## config.mk

```make
export PLATFORM = sky130hd
export DESIGN_NAME = mux4_rr_arbiter_flat
export DESIGN_NICKNAME = d
export VERILOG_FILES = /design/src/rtl/mux4_rr_arbiter_if.sv /design/src/rtl/mux4_rr_arbiter.sv /design/src/flat_wrapper.sv
export SDC_FILE = /design/constraint.sdc
export NUM_CORES = 1
export LEC_CHECK = 0
export ABC_AREA = 0
export BUFFER_PORTS_ARGS = -buffer_cell sky130_fd_sc_hd__buf_2
export CAP_MARGIN = 15
export CORE_ASPECT_RATIO = 1.2
export CORE_MARGIN = 2
export CORE_UTILIZATION = 49
export DETAILED_ROUTE_END_ITERATION = 6
export HOLD_SLACK_MARGIN = 0.08
export PLACE_DENSITY = 0.75
export SLEW_MARGIN = 20
export SYNTH_ARGS = -nofsm -noshare
export SYNTH_HDL_FRONTEND = slang
export SYNTH_SLANG_ARGS = --single-unit
```

## constraint.sdc

```tcl
create_clock -name clk -period 5.1 [get_ports clk]
set_clock_uncertainty 0.1 [all_clocks]
set_input_delay 1.275 -clock clk [delete_from_list [all_inputs] [get_ports clk]]
set_output_delay 1.275 -clock clk [all_outputs]
set_load 0.005 [all_outputs]
```

## src/rtl/mux4_rr_arbiter_if.sv

```systemverilog
// mux4_rr_arbiter_if: requester, output and optional stats signals of the shared 4-bit mux arbiter
// master: producers and downstream side; slave: the arbiter
// Optional counters are enabled with MUX4_RR_ARBITER_STATS_EN
interface mux4_rr_arbiter_if;
  logic       req_a, ack_a, req_b, ack_b, sel, out_valid, out_ready, out_src;
  logic [3:0] data_a, data_b, out_data;
`ifdef MUX4_RR_ARBITER_STATS_EN
  logic       stats_clr;
  logic [7:0] cnt_a, cnt_b;
  modport master (output req_a, data_a, req_b, data_b, out_ready, stats_clr,
                  input ack_a, ack_b, sel, out_valid, out_data, out_src, cnt_a, cnt_b);
  modport slave  (input req_a, data_a, req_b, data_b, out_ready, stats_clr,
                  output ack_a, ack_b, sel, out_valid, out_data, out_src, cnt_a, cnt_b);
`else
  modport master (output req_a, data_a, req_b, data_b, out_ready,
                  input ack_a, ack_b, sel, out_valid, out_data, out_src);
  modport slave  (input req_a, data_a, req_b, data_b, out_ready,
                  output ack_a, ack_b, sel, out_valid, out_data, out_src);
`endif
endinterface

```

## src/rtl/mux4_rr_arbiter.sv

```systemverilog
// mux4_rr_arbiter: round-robin A/B arbiter driving a 2:1 4-bit mux into a valid/ready output register
// Ports: clk, reset (sync, active-high), bus (slave modport: req/data/ack per requester,
//   sel, out_valid/out_ready/out_data/out_src, plus stats_clr/cnt_a/cnt_b with MUX4_RR_ARBITER_STATS_EN)
module mux4_rr_arbiter #(
  parameter int MAX_BURST = 4
) (
  input logic             clk,
  input logic             reset,
  mux4_rr_arbiter_if.slave bus
);
  typedef enum logic [1:0] {IDLE, GRANT_A, GRANT_B} state_t;
  localparam logic [3:0] MB = 4'(MAX_BURST);
  state_t     r_state;
  logic [3:0] r_burst, r_data;
  logic       r_last, r_valid, r_src;
  logic       w_sel, w_can_load, w_ack_a, w_ack_b, w_ack, w_req_cur, w_req_oth, w_oth, w_sw, w_pick_a;
  logic [3:0] w_inc;
  assign w_sel      = r_state == GRANT_B;
  assign w_can_load = !r_valid || bus.out_ready;
  // acks are suppressed during reset so a word is never accepted and then dropped
  assign w_ack_a    = r_state == GRANT_A && bus.req_a && w_can_load && !reset;
  assign w_ack_b    = r_state == GRANT_B && bus.req_b && w_can_load && !reset;
  assign w_ack      = w_ack_a || w_ack_b;
  assign w_req_cur  = w_sel ? bus.req_b : bus.req_a;
  assign w_req_oth  = w_sel ? bus.req_a : bus.req_b;
  assign w_oth      = !w_sel;
  assign w_inc      = (w_ack && r_burst != MB) ? r_burst + 4'd1 : r_burst;
  // burst preemption only on an actual transfer, so a stall never moves the grant
  assign w_sw       = w_req_oth && (!w_req_cur || (w_ack && w_inc == MB));
  // last_grant: 0 = A, 1 = B; on a tie the requester that was not granted last wins
  assign w_pick_a   = bus.req_a && (!bus.req_b || r_last);
  always_ff @(posedge clk) begin
    if (reset) begin
      r_state <= IDLE;
      r_burst <= 4'd0;
      r_last  <= 1'b1;
      r_valid <= 1'b0;
      r_data  <= 4'h0;
      r_src   <= 1'b0;
    end else begin
      case (r_state)
        IDLE: if (bus.req_a || bus.req_b) begin
          r_state <= w_pick_a ? GRANT_A : GRANT_B;
          r_last  <= !w_pick_a;
          r_burst <= 4'd0;
        end
        GRANT_A, GRANT_B: if (w_sw) begin
          r_state <= w_oth ? GRANT_B : GRANT_A;
          r_last  <= w_oth;
          r_burst <= 4'd0;
        end else if (!w_req_cur) r_state <= IDLE;
        else r_burst <= w_inc;
        default: r_state <= IDLE;
      endcase
      if (w_ack) begin
        r_data  <= w_sel ? bus.data_b : bus.data_a;
        r_src   <= w_sel;
        r_valid <= 1'b1;
      end else if (bus.out_ready) r_valid <= 1'b0;
    end
  end
  assign bus.ack_a     = w_ack_a;
  assign bus.ack_b     = w_ack_b;
  assign bus.sel       = w_sel;
  assign bus.out_valid = r_valid;
  assign bus.out_data  = r_data;
  assign bus.out_src   = r_src;
`ifdef MUX4_RR_ARBITER_STATS_EN
  logic [7:0] r_cnt_a, r_cnt_b;
  always_ff @(posedge clk) begin
    if (reset || bus.stats_clr) begin
      r_cnt_a <= 8'd0;
      r_cnt_b <= 8'd0;
    end else begin
      r_cnt_a <= r_cnt_a + {7'd0, w_ack_a};
      r_cnt_b <= r_cnt_b + {7'd0, w_ack_b};
    end
  end
  assign bus.cnt_a = r_cnt_a;
  assign bus.cnt_b = r_cnt_b;
`endif
endmodule

```

## src/flat_wrapper.sv

```systemverilog
// flat-port wrapper written by rule: the top's interface ports become plain ports
module mux4_rr_arbiter_flat 
#(
  parameter int MAX_BURST = 4
)
  (clk, reset, bus_req_a, bus_data_a, bus_req_b, bus_data_b, bus_out_ready, bus_ack_a, bus_ack_b, bus_sel, bus_out_valid, bus_out_data, bus_out_src);
  mux4_rr_arbiter_if bus_i ();
  input logic clk;
  input logic reset;
  input wire logic [$bits(bus_i.req_a)-1:0] bus_req_a;
  input wire logic [$bits(bus_i.data_a)-1:0] bus_data_a;
  input wire logic [$bits(bus_i.req_b)-1:0] bus_req_b;
  input wire logic [$bits(bus_i.data_b)-1:0] bus_data_b;
  input wire logic [$bits(bus_i.out_ready)-1:0] bus_out_ready;
  output wire logic [$bits(bus_i.ack_a)-1:0] bus_ack_a;
  output wire logic [$bits(bus_i.ack_b)-1:0] bus_ack_b;
  output wire logic [$bits(bus_i.sel)-1:0] bus_sel;
  output wire logic [$bits(bus_i.out_valid)-1:0] bus_out_valid;
  output wire logic [$bits(bus_i.out_data)-1:0] bus_out_data;
  output wire logic [$bits(bus_i.out_src)-1:0] bus_out_src;
  assign bus_i.req_a = bus_req_a;
  assign bus_i.data_a = bus_data_a;
  assign bus_i.req_b = bus_req_b;
  assign bus_i.data_b = bus_data_b;
  assign bus_i.out_ready = bus_out_ready;
  assign bus_ack_a = bus_i.ack_a;
  assign bus_ack_b = bus_i.ack_b;
  assign bus_sel = bus_i.sel;
  assign bus_out_valid = bus_i.out_valid;
  assign bus_out_data = bus_i.out_data;
  assign bus_out_src = bus_i.out_src;
  mux4_rr_arbiter #(.MAX_BURST(MAX_BURST)) u_core (.clk(clk), .reset(reset), .bus(bus_i));
endmodule
```

# After elaboration in Yosys (flattened, before gate mapping)
# Cells that the tools add are included.
# classes
add_sub_neg	1
multipliers	0
div_mod_pow	0
magnitude_cmp	0
n_eq_ne	8
shifts	0
mux	19
bitwise_logic	0
n_reduce_logical	28
# ops
operator	count
$mux W4	5
$logic_and A1 B1 Y1	10
$mux W2	5
$pmux W4 S2	1
$logic_not A1 Y1	6
$mux W1	6
$reduce_and A3 Y1	2
$logic_or A1 B1 Y1	5
$add A4 B1 Y4 const B	1
$eq A4 B3 Y1 const B	1
$ne A2 B1 Y1 const B	2
$ne A4 B3 Y1 const B	1
$pmux W2 S2	1
$reduce_bool A2 Y1	2
$ne A3 B1 Y1 const B	1
$ne A3 B3 Y1 const B	1
$eq A2 B1 Y1 const B	1
$eq A2 B2 Y1 const B	1
$logic_not A2 Y1	1
$pmux W1 S2	1
$reduce_and A2 Y1	1
$reduce_or A2 Y1	1
# word_totals
reg_bits	13
latchBits	0
ramBits	0
romBits	0
inputBits	13
output_inout_bits	9
wordCells	62
mem_count	0

# Longest topological paths before layout
# Gate-level depths: netlist of run 1.
# depth
ltp_word	13
depth_mapped	9
mapped_depth_nobuf	9

# Worst setup path after synthesis of run 1
# No wires, ideal clock.
# synth_timing
path_type	in2out
start	input port reset
end	output port bus_ack_a
arrival_time_ns	1.792
required_time_ns	3.725
slack_ns	1.933
stages	3
cell_sequence	buf_2 clkbuf_8 nor3_1
# synth_via
elab_chain_cells	2
# synth_rtl
element	line	text
start, declared	flat_wrapper.sv:9	input logic reset;
$logic_not A1 Y1	mux4_rr_arbiter.sv:21	assign w_ack_a = r_state == GRANT_A && bus.req_a && w_can_load && !reset;
$logic_and A1 B1 Y1	mux4_rr_arbiter.sv:21	
end, declared	flat_wrapper.sv:15	output wire logic [$bits(bus_i.ack_a)-1:0] bus_ack_a;
# No other way between the ends.

# Worst setup path after layout of run 1
# layout_timing
start	input port bus_out_ready
end	output port bus_ack_b
# layout_via
elab_chain_cells	3
# layout_rtl
element	line	text
start, declared	flat_wrapper.sv:14	input wire logic [$bits(bus_i.out_ready)-1:0] bus_out_ready;
$logic_or A1 B1 Y1	mux4_rr_arbiter.sv:19	assign w_can_load = !r_valid || bus.out_ready;
$logic_and A1 B1 Y1 (2 in a row)	mux4_rr_arbiter.sv:22	assign w_ack_b = r_state == GRANT_B && bus.req_b && w_can_load && !reset;
end, declared	flat_wrapper.sv:16	output wire logic [$bits(bus_i.ack_b)-1:0] bus_ack_b;
# No other way between the ends.

==> results of run 1 <==
==> registers in the layout, indices dropped and copies added, names as in the netlist <==
register              flops
u_core.r_last             1
u_core.bus.out_data       4
u_core.bus.out_valid      1
u_core.bus.out_src        1
u_core.r_burst            4
u_core.r_state            2
==> per-layer routing <==
layer  vias to the layer above  track usage  wire length (um)
met4                         0        0.108                31
li1                        481            -                 -
met2                        33        0.359              1080
met1                       434        0.258               972
met5                         -            0                 0
met3                         2       0.0235               104
==> critical path, stage by stage <==
cell and delay, ns:
buf_2 0.10, nor2b_1 0.43, nor3_1 0.11, buf_2 0.15
==> final cells by class <==
type | count | share of cell area
inverter | 6 | 0.0203
timing repair buffer | 21 | 0.0946
sequential | 13 | 0.234
multi-input combinational | 93 | 0.605
tap | 20 | 0.0225
clock buffer | 4 | 0.0236
==> where the power goes <==
| group | internal [mW] | switching, mW |
|---|---|---|
| combinational | 0.0571 | 0.0842 |
| clock | 0.0303 | 0.0345 |
| sequential | 0.114 | 0.00967 |
==> worst paths after layout <==
kind,from,endpoint,slack (ns),depth (start not counted)
max,bus_out_ready,bus_ack_b,1.66,4
min,u_core.bus.out_data[3]$_SDFFE_PP0P_,u_core.bus.out_data[3]$_SDFFE_PP0P_,0.40,2
max reg2reg,u_core.r_state[0]$_SDFFE_PP0P_,u_core.r_state[0]$_SDFFE_PP0P_,2.10,9
min reg2reg,u_core.bus.out_data[3]$_SDFFE_PP0P_,u_core.bus.out_data[3]$_SDFFE_PP0P_,0.40,2
==> logic make-up after synthesis <==
group,count (synthesis)
simple gates,49
compound gates,32
buf+inv,13
flops,13
mux,6
fa+ha+maj,6
==> placed cells by master, fill, tap and decap left out, types with 2 or more instances in the layout <==
cell type  instances
ha_1               6
nand2b_1           4
a21oi_1            7
clkbuf_4           3
nor3b_2            2
buf_2             21
nor4_1             2
nor2_1            10
a211oi_1           4
nor3_1             6
a32oi_1            2
o21ai_1            2
mux2i_1            5
nand3b_1           3
nand4_1            2
nand2_1            7
inv_1              6
o21ai_0            4
nor2b_1            4
dfxtp_1           13
==> through the flow <==
stage | hold slack, ns | util | setup slack, ns | cells
after floorplan | 0.380 | - | 1.93 | 119
after global placement | 0.386 | 0.541 | 1.69 | 153
after detailed placement | 0.391 | 0.541 | 1.66 | 153
after CTS | 0.404 | 0.554 | 1.68 | 157
after global routing | 0.426 | 0.554 | 1.59 | 157
final | 0.403 | 0.554 | 1.66 | 157
==> impl_results.md, run 1 <==
* Slew Limit Fails at 0
* Global-route wire length before repair at 3.73 mm
* CTS tree: yes
* CP Launch Type: input port
* CTS sink cnt at 13
* Detailed placer's ending HPWL at between 1.5 and 2 mm
* Synth Area in Adders at 0.0742
* # rows at 18
* PD cells at 297 nW/um^2
* Final GP Congestion at 0.897
* Starting Density at 0.505
* Post-DRT Antenna Nets at 0
* Placeable Area at 2000 um^2
* Worst vdd ir at 184 uV
* Multi-input logic area at 672 um^2
* Post-DP Area at about 1100 um^2
* Top cells by count, synth: dfxtp_1 (13), nor2_1 (10), a21oi_1 (7), nand2_1 (7)
* Syn avg cell area at 8.51 um^2
* Pwr Total at 0.330 mW
* P_leak at around 0.45 nW
* Warning count from the yosys run at 0
* Via count at 950
* GR Util All Layers at 0.211
* Post-Syn Instances at between 100 and 150
* Final Cycle Share at 0.674
* Measured slew at the worst slew-check pin at 0.543 ns
* Fillers at 178
* Final setup TNS at 0 ns
* Min Tclk post-route at about 3.4 ns
* Most frequent cell after synthesis: dfxtp_1
* Max-Cap Viols at 0
* Synth cell types at 46
* Clk root buf: clkbuf_4
* Xor/xnor cell area share of the yosys netlist at 0
* WP data required at 3.72 ns
* Diode count at 0
* Via count of the first global-routing pass at 892
* Post-synthesis sequential area ratio at 0.257
* Routed vias/inst at 6.05
* Outcome: finished, final reports clean
* Arr. time, crit path at 2.06 ns
* Synth Net Count at roughly 140
* Die height at ~54 um
* Layout cell share with drive strength beyond 1 at 0.234
* EDFF count, synth at 0
* Setup-failing EPs final at 0
* Number of remaining DRC errors at 0
* Post-Synth Simple-Gate Area at 0.292
* Yosys reg bits at 13
* Fmax at 0.291 GHz
* Die area at between 2000 and 2500 um^2
* CP max FO at 6
* Compound-Gate Fraction of Synth Area at 0.237
* Clock Latency Late Sink at about 0.27 ns
* WL final at 2.19 mm
* Largest net degree at the start of global routing at 21
* Clock tree buffer depth at 2
* Initial DRT Pass Iterations at 4
* Max-slew headroom at 0.637
* Design Area, Final at 1110 um^2
* Initial DRC Count at 11
* Chip Width at 45.5 um
* Layout Nets at 157
* Gr ovfl total at 0
* Largest family of logic cells by synthesized area: simple AND/OR/NAND/NOR gates
* Top cell type's share of synthesized area at 0.257
* Largest cells by area after synthesis: dfxtp_1 (26%), ha_1 (7.4%), mux2i_1 (4.9%)
* Clock transition at path regs at 0.08 ns
* Critical path endpoint category: output pin
* # IOs at 22
* H-Tree Depth at 1
* Main synth FF type: dfxtp_1
* RSZ-0062 raised after global routing: no
* Num CTS Buffers at 3
* Post_cts resized at 0
* Worst setup path class: in2out
* Final hold violations at 0
* Synth-to-layout area growth at 9.77%
* Sequential Area at between 200 and 300 um^2
* Async S/R FF share, synth at 0
* Post-synthesis mux area share at 0.0606
* Cell taking the most area after synthesis: dfxtp_1
* Initial antenna violation count at 0
* Postcts setup bufs at 0
* Mapped Area at 1010 um^2
* WL per Instance at 13.9 um
* Buffers on Ports at 21
* Post-CTS Hold Buffers at 0
* Hold crit path type: reg2reg
Power figures use the tool's default switching activity.
==> run 2, diff against run 1 <==
--- a/config.mk
+++ b/config.mk
@@ -5,15 +5,15 @@
 export SDC_FILE = /design/constraint.sdc
 export NUM_CORES = 1
 export LEC_CHECK = 0
-export ABC_AREA = 0
+export ABC_AREA = 1
 export BUFFER_PORTS_ARGS = -buffer_cell sky130_fd_sc_hd__buf_2
 export CAP_MARGIN = 15
 export CORE_ASPECT_RATIO = 1.2
 export CORE_MARGIN = 2
-export CORE_UTILIZATION = 49
+export CORE_UTILIZATION = 47
 export DETAILED_ROUTE_END_ITERATION = 6
 export HOLD_SLACK_MARGIN = 0.08
-export PLACE_DENSITY = 0.75
+export PLACE_DENSITY = 0.76
 export SLEW_MARGIN = 20
 export SYNTH_ARGS = -nofsm -noshare
 export SYNTH_HDL_FRONTEND = slang
==> constraint.sdc (replaced) <==
create_clock -name clk -period 2.8 [get_ports clk]
set_clock_uncertainty 0.1 [all_clocks]
set_input_delay 0.7 -clock clk [delete_from_list [all_inputs] [get_ports clk]]
set_output_delay 0.7 -clock clk [all_outputs]
set_load 0.005 [all_outputs]
==> impl_results.md, run 2 <==
* Outcome: finished, final reports clean
* Buffers on Ports at 21 (unchanged)
* Chip Width at 45.4 um (-0.18%)
* Post-CTS Hold Buffers at 0 (unchanged)
* Post-DP Area at 1060 um^2 (-2.4%)
* PD cells at 643 nW/um^2 (+120%)
* Cells after DPL at 172 (+12%)
* Hold crit path type: reg2reg
* Worst setup path class: reg2reg
* EDFF count, synth at 0 (unchanged)
* Arr. time, crit path at 2.39 ns (+0.33 ns)
* Post_cts resized at 0 (unchanged)
* Async S/R FF share, synth at 0 (unchanged)
* Postcts setup bufs at 0 (unchanged)
* Post-DRT Antenna Nets at 0 (unchanged)
* Post-Syn Instances at 135 (+13%)
* Die height at 53.7 um (-0.19%)
* Gr ovfl total at 0 (unchanged)
* Synth-to-layout area growth at 12.2%
* H-Tree Depth at 1 (unchanged)
* Layout cell share with drive strength beyond 1 at 0.263 (+0.0292)
* Worst-path cell chain: inv_1, ha_1, nand2_4, clkinv_4, nand3_4, nand2_4, nand2_4, nand2_1, nand2_1, nor2_2, nand3_2, nand2_4, nand2_4, nand2_1, nand2_1, a21oi_1, o21ai_1
* Non-filler cells, final at 176 (+12%)
* CTS sink cnt at 13 (unchanged)
* Placeable Area at 2000 um^2 (unchanged)
* Final Cycle Share at 0.830
* Warning count from the yosys run at 0 (unchanged)
* CP max FO at 13 (+7)
* Largest net degree at the start of global routing at 14 (-33%)
* Routed vias/inst at 5.24 (-13%)
* GR Util All Layers at 0.188 (-0.0236)
* Setup-failing EPs final at 0 (unchanged)
* P_leak at 0.597 nW (+34%)
* Detailed placer's ending HPWL at 1.54 mm (-5.7%)
* Max-Cap Viols at 0 (unchanged)
* Fillers at 193 (+8.4%)
* Measured slew at the worst slew-check pin at 0.537 ns (-0.00654 ns)
* Yosys reg bits at 13 (unchanged)
* WL per Instance at 11.1 um (-20%)
* Syn avg cell area at 7.16 um^2 (-16%)
* Final GP Congestion at 0.891 (-0.68%)
* Design Area, Final at 1080 um^2 (-2.4%)
* Via count of the first global-routing pass at 861 (-3.5%)
* WL final at 1.96 mm (-11%)
* Final hold violations at 0 (unchanged)
* Clock tree buffer depth at 2 (unchanged)
* # IOs at 22 (unchanged)
* Most frequent cell on the critical path: nand2_4
* Cell taking the most area after synthesis: dfxtp_1
* Commonest non-fill, non-tap cells in the layout: nand2_1 (32), buf_2 (21), inv_1 (20), dfxtp_1 (13), nand3_1 (10)
* Max-slew headroom at 0.638 (+0.00132)
* WHS at 0.397 ns (-0.00644 ns)
* Initial DRT Pass Iterations at 4 (unchanged)
* Clock Latency Late Sink at 0.29 ns (+0.02 ns)
* # rows at 18 (unchanged)
* CP Launch Type: flip-flop
* Worst vdd ir at 348 uV (+89%)
* Cell family with most CP delay: simple AND/OR/NAND/NOR gates
* Synth cell types at 26 (-43%)
* Most frequent cell after synthesis: nand2_1
* Global-route wire length before repair at 3.33 mm (-11%)
* Initial antenna violation count at 0 (unchanged)
* Slew Limit Fails at 0 (unchanged)
* Via count at 922 (-2.9%)
* Biggest cell delay along the critical path at 0.41 ns (-0.02 ns)
* Initial DRC Count at 13 (+2)
* Top cells by count, synth: nand2_1 (32), inv_1 (20), dfxtp_1 (13)
* RSZ-0062 raised after global routing: no
* Layout Nets at 176 (+12%)
* Synth Net Count at 154 (+12%)
* Num CTS Buffers at 3 (unchanged)
* Slowest stage cell, crit path: ha_1
* Critical path endpoint category: flip-flop
* Main synth FF type: dfxtp_1
* Mapped Area at 967 um^2 (-4.4%)
* Clock transition at path regs at 0.09 ns (about the same)
* WP data required at 2.87 ns (-0.85 ns)
* Commonest non-fill, non-tap cell in the layout: nand2_1
* Min Tclk post-route at 2.32 ns
* CTS tree: yes
* Fmax at 0.430 GHz
* Largest cells by area after synthesis: dfxtp_1 (27%), nand2_1 (12%), ha_1 (7.8%)
* Post-synthesis sequential area ratio at 0.269 (+0.0120)
* Die area at 2440 um^2 (-0.36%)
* CP bufs+invs at 2 (unchanged)
* Number of remaining DRC errors at 0 (unchanged)
* Layout Utilization at 0.541 (-0.0131)
* Clk root buf: clkbuf_4
* Top cell type's share of synthesized area at 0.269 (+0.0120)
* Diode count at 0 (unchanged)
* Starting Density at 0.483 (-0.0225)
* Final setup TNS at 0 ns (unchanged)
==> run 2: cell types whose count changed after synthesis, moves of 4 or more <==
cell,change
a31oi_1,+4
nor2_1,-6
nand3_1,+9
nand2_4,+5
nor3_1,-5
nor2b_1,-4
mux2i_1,-4
nand2_1,+25
nand2b_1,-4
inv_1,+14
==> run 2: through the flow <==
stage               power, mW  worst slack (ns)
finish                  0.698             0.475
global route            0.765             0.193
CTS                     0.704             0.461
detailed placement      0.582             0.440
global placement        0.573             0.497
floorplan               0.517             0.702
==> run 2: final cells by class <==
class	count	area, um^2	area share
clock buffers	4	26.3	0.0242
inverters	23	93.8	0.0865
multi-input cells	95	574	0.529
flip-flops and latches	13	260	0.240
well taps	20	25.0	0.0231
repair buffers	21	105	0.0969
==> run 2: worst min-delay path: cells and delay by family, from the launching register on <==
family,cells,cell delay (ns)
DFF,1,0.32
and+or+nand+nor,1,0.09
AOI/OAI and AO/OA,1,0.05
==> run 2: worst paths after layout <==
| kind | endpoint | depth (start not counted) | start | slack (ns) |
|---|---|---|---|---|
| min | u_core.bus.out_src$_SDFFE_PP0P_ | 2 | u_core.bus.out_src$_SDFFE_PP0P_ | 0.40 |
| max reg2reg | u_core.r_last$_SDFFE_PP1P_ | 17 | u_core.r_state[0]$_SDFFE_PP0P_ | 0.48 |
| min reg2reg | u_core.bus.out_src$_SDFFE_PP0P_ | 2 | u_core.bus.out_src$_SDFFE_PP0P_ | 0.40 |
| max | u_core.r_last$_SDFFE_PP1P_ | 17 | u_core.r_state[0]$_SDFFE_PP0P_ | 0.48 |
==> run 2: kinds of logic (layout without fill, tap and decap cells) <==
| family | after synthesis | in the layout | synth area share |
|---|---|---|---|
| fa+ha+maj | 6 | 6 | 0.0776 |
| flops | 13 | 13 | 0.269 |
| buf+inv | 27 | 48 | 0.137 |
| compound gates | 23 | 23 | 0.136 |
| simple gates | 64 | 64 | 0.361 |
| mux | 1 | 1 | 0.0103 |
| xor+xnor | 1 | 1 | 0.00906 |
==> run 2: layer usage <==
layer	vias to the layer above	global-route usage	share of wire
met5	-	0	0
met1	413	0.189	0.42
met3	7	0.0436	0.045
met2	22	0.347	0.51
li1	480	-	-
met4	0	0.0980	0.029
==> run 2: power breakdown <==
group          switching [mW]  internal (mW)
logic                   0.221          0.120
registers              0.0225          0.215
clock network          0.0642         0.0554
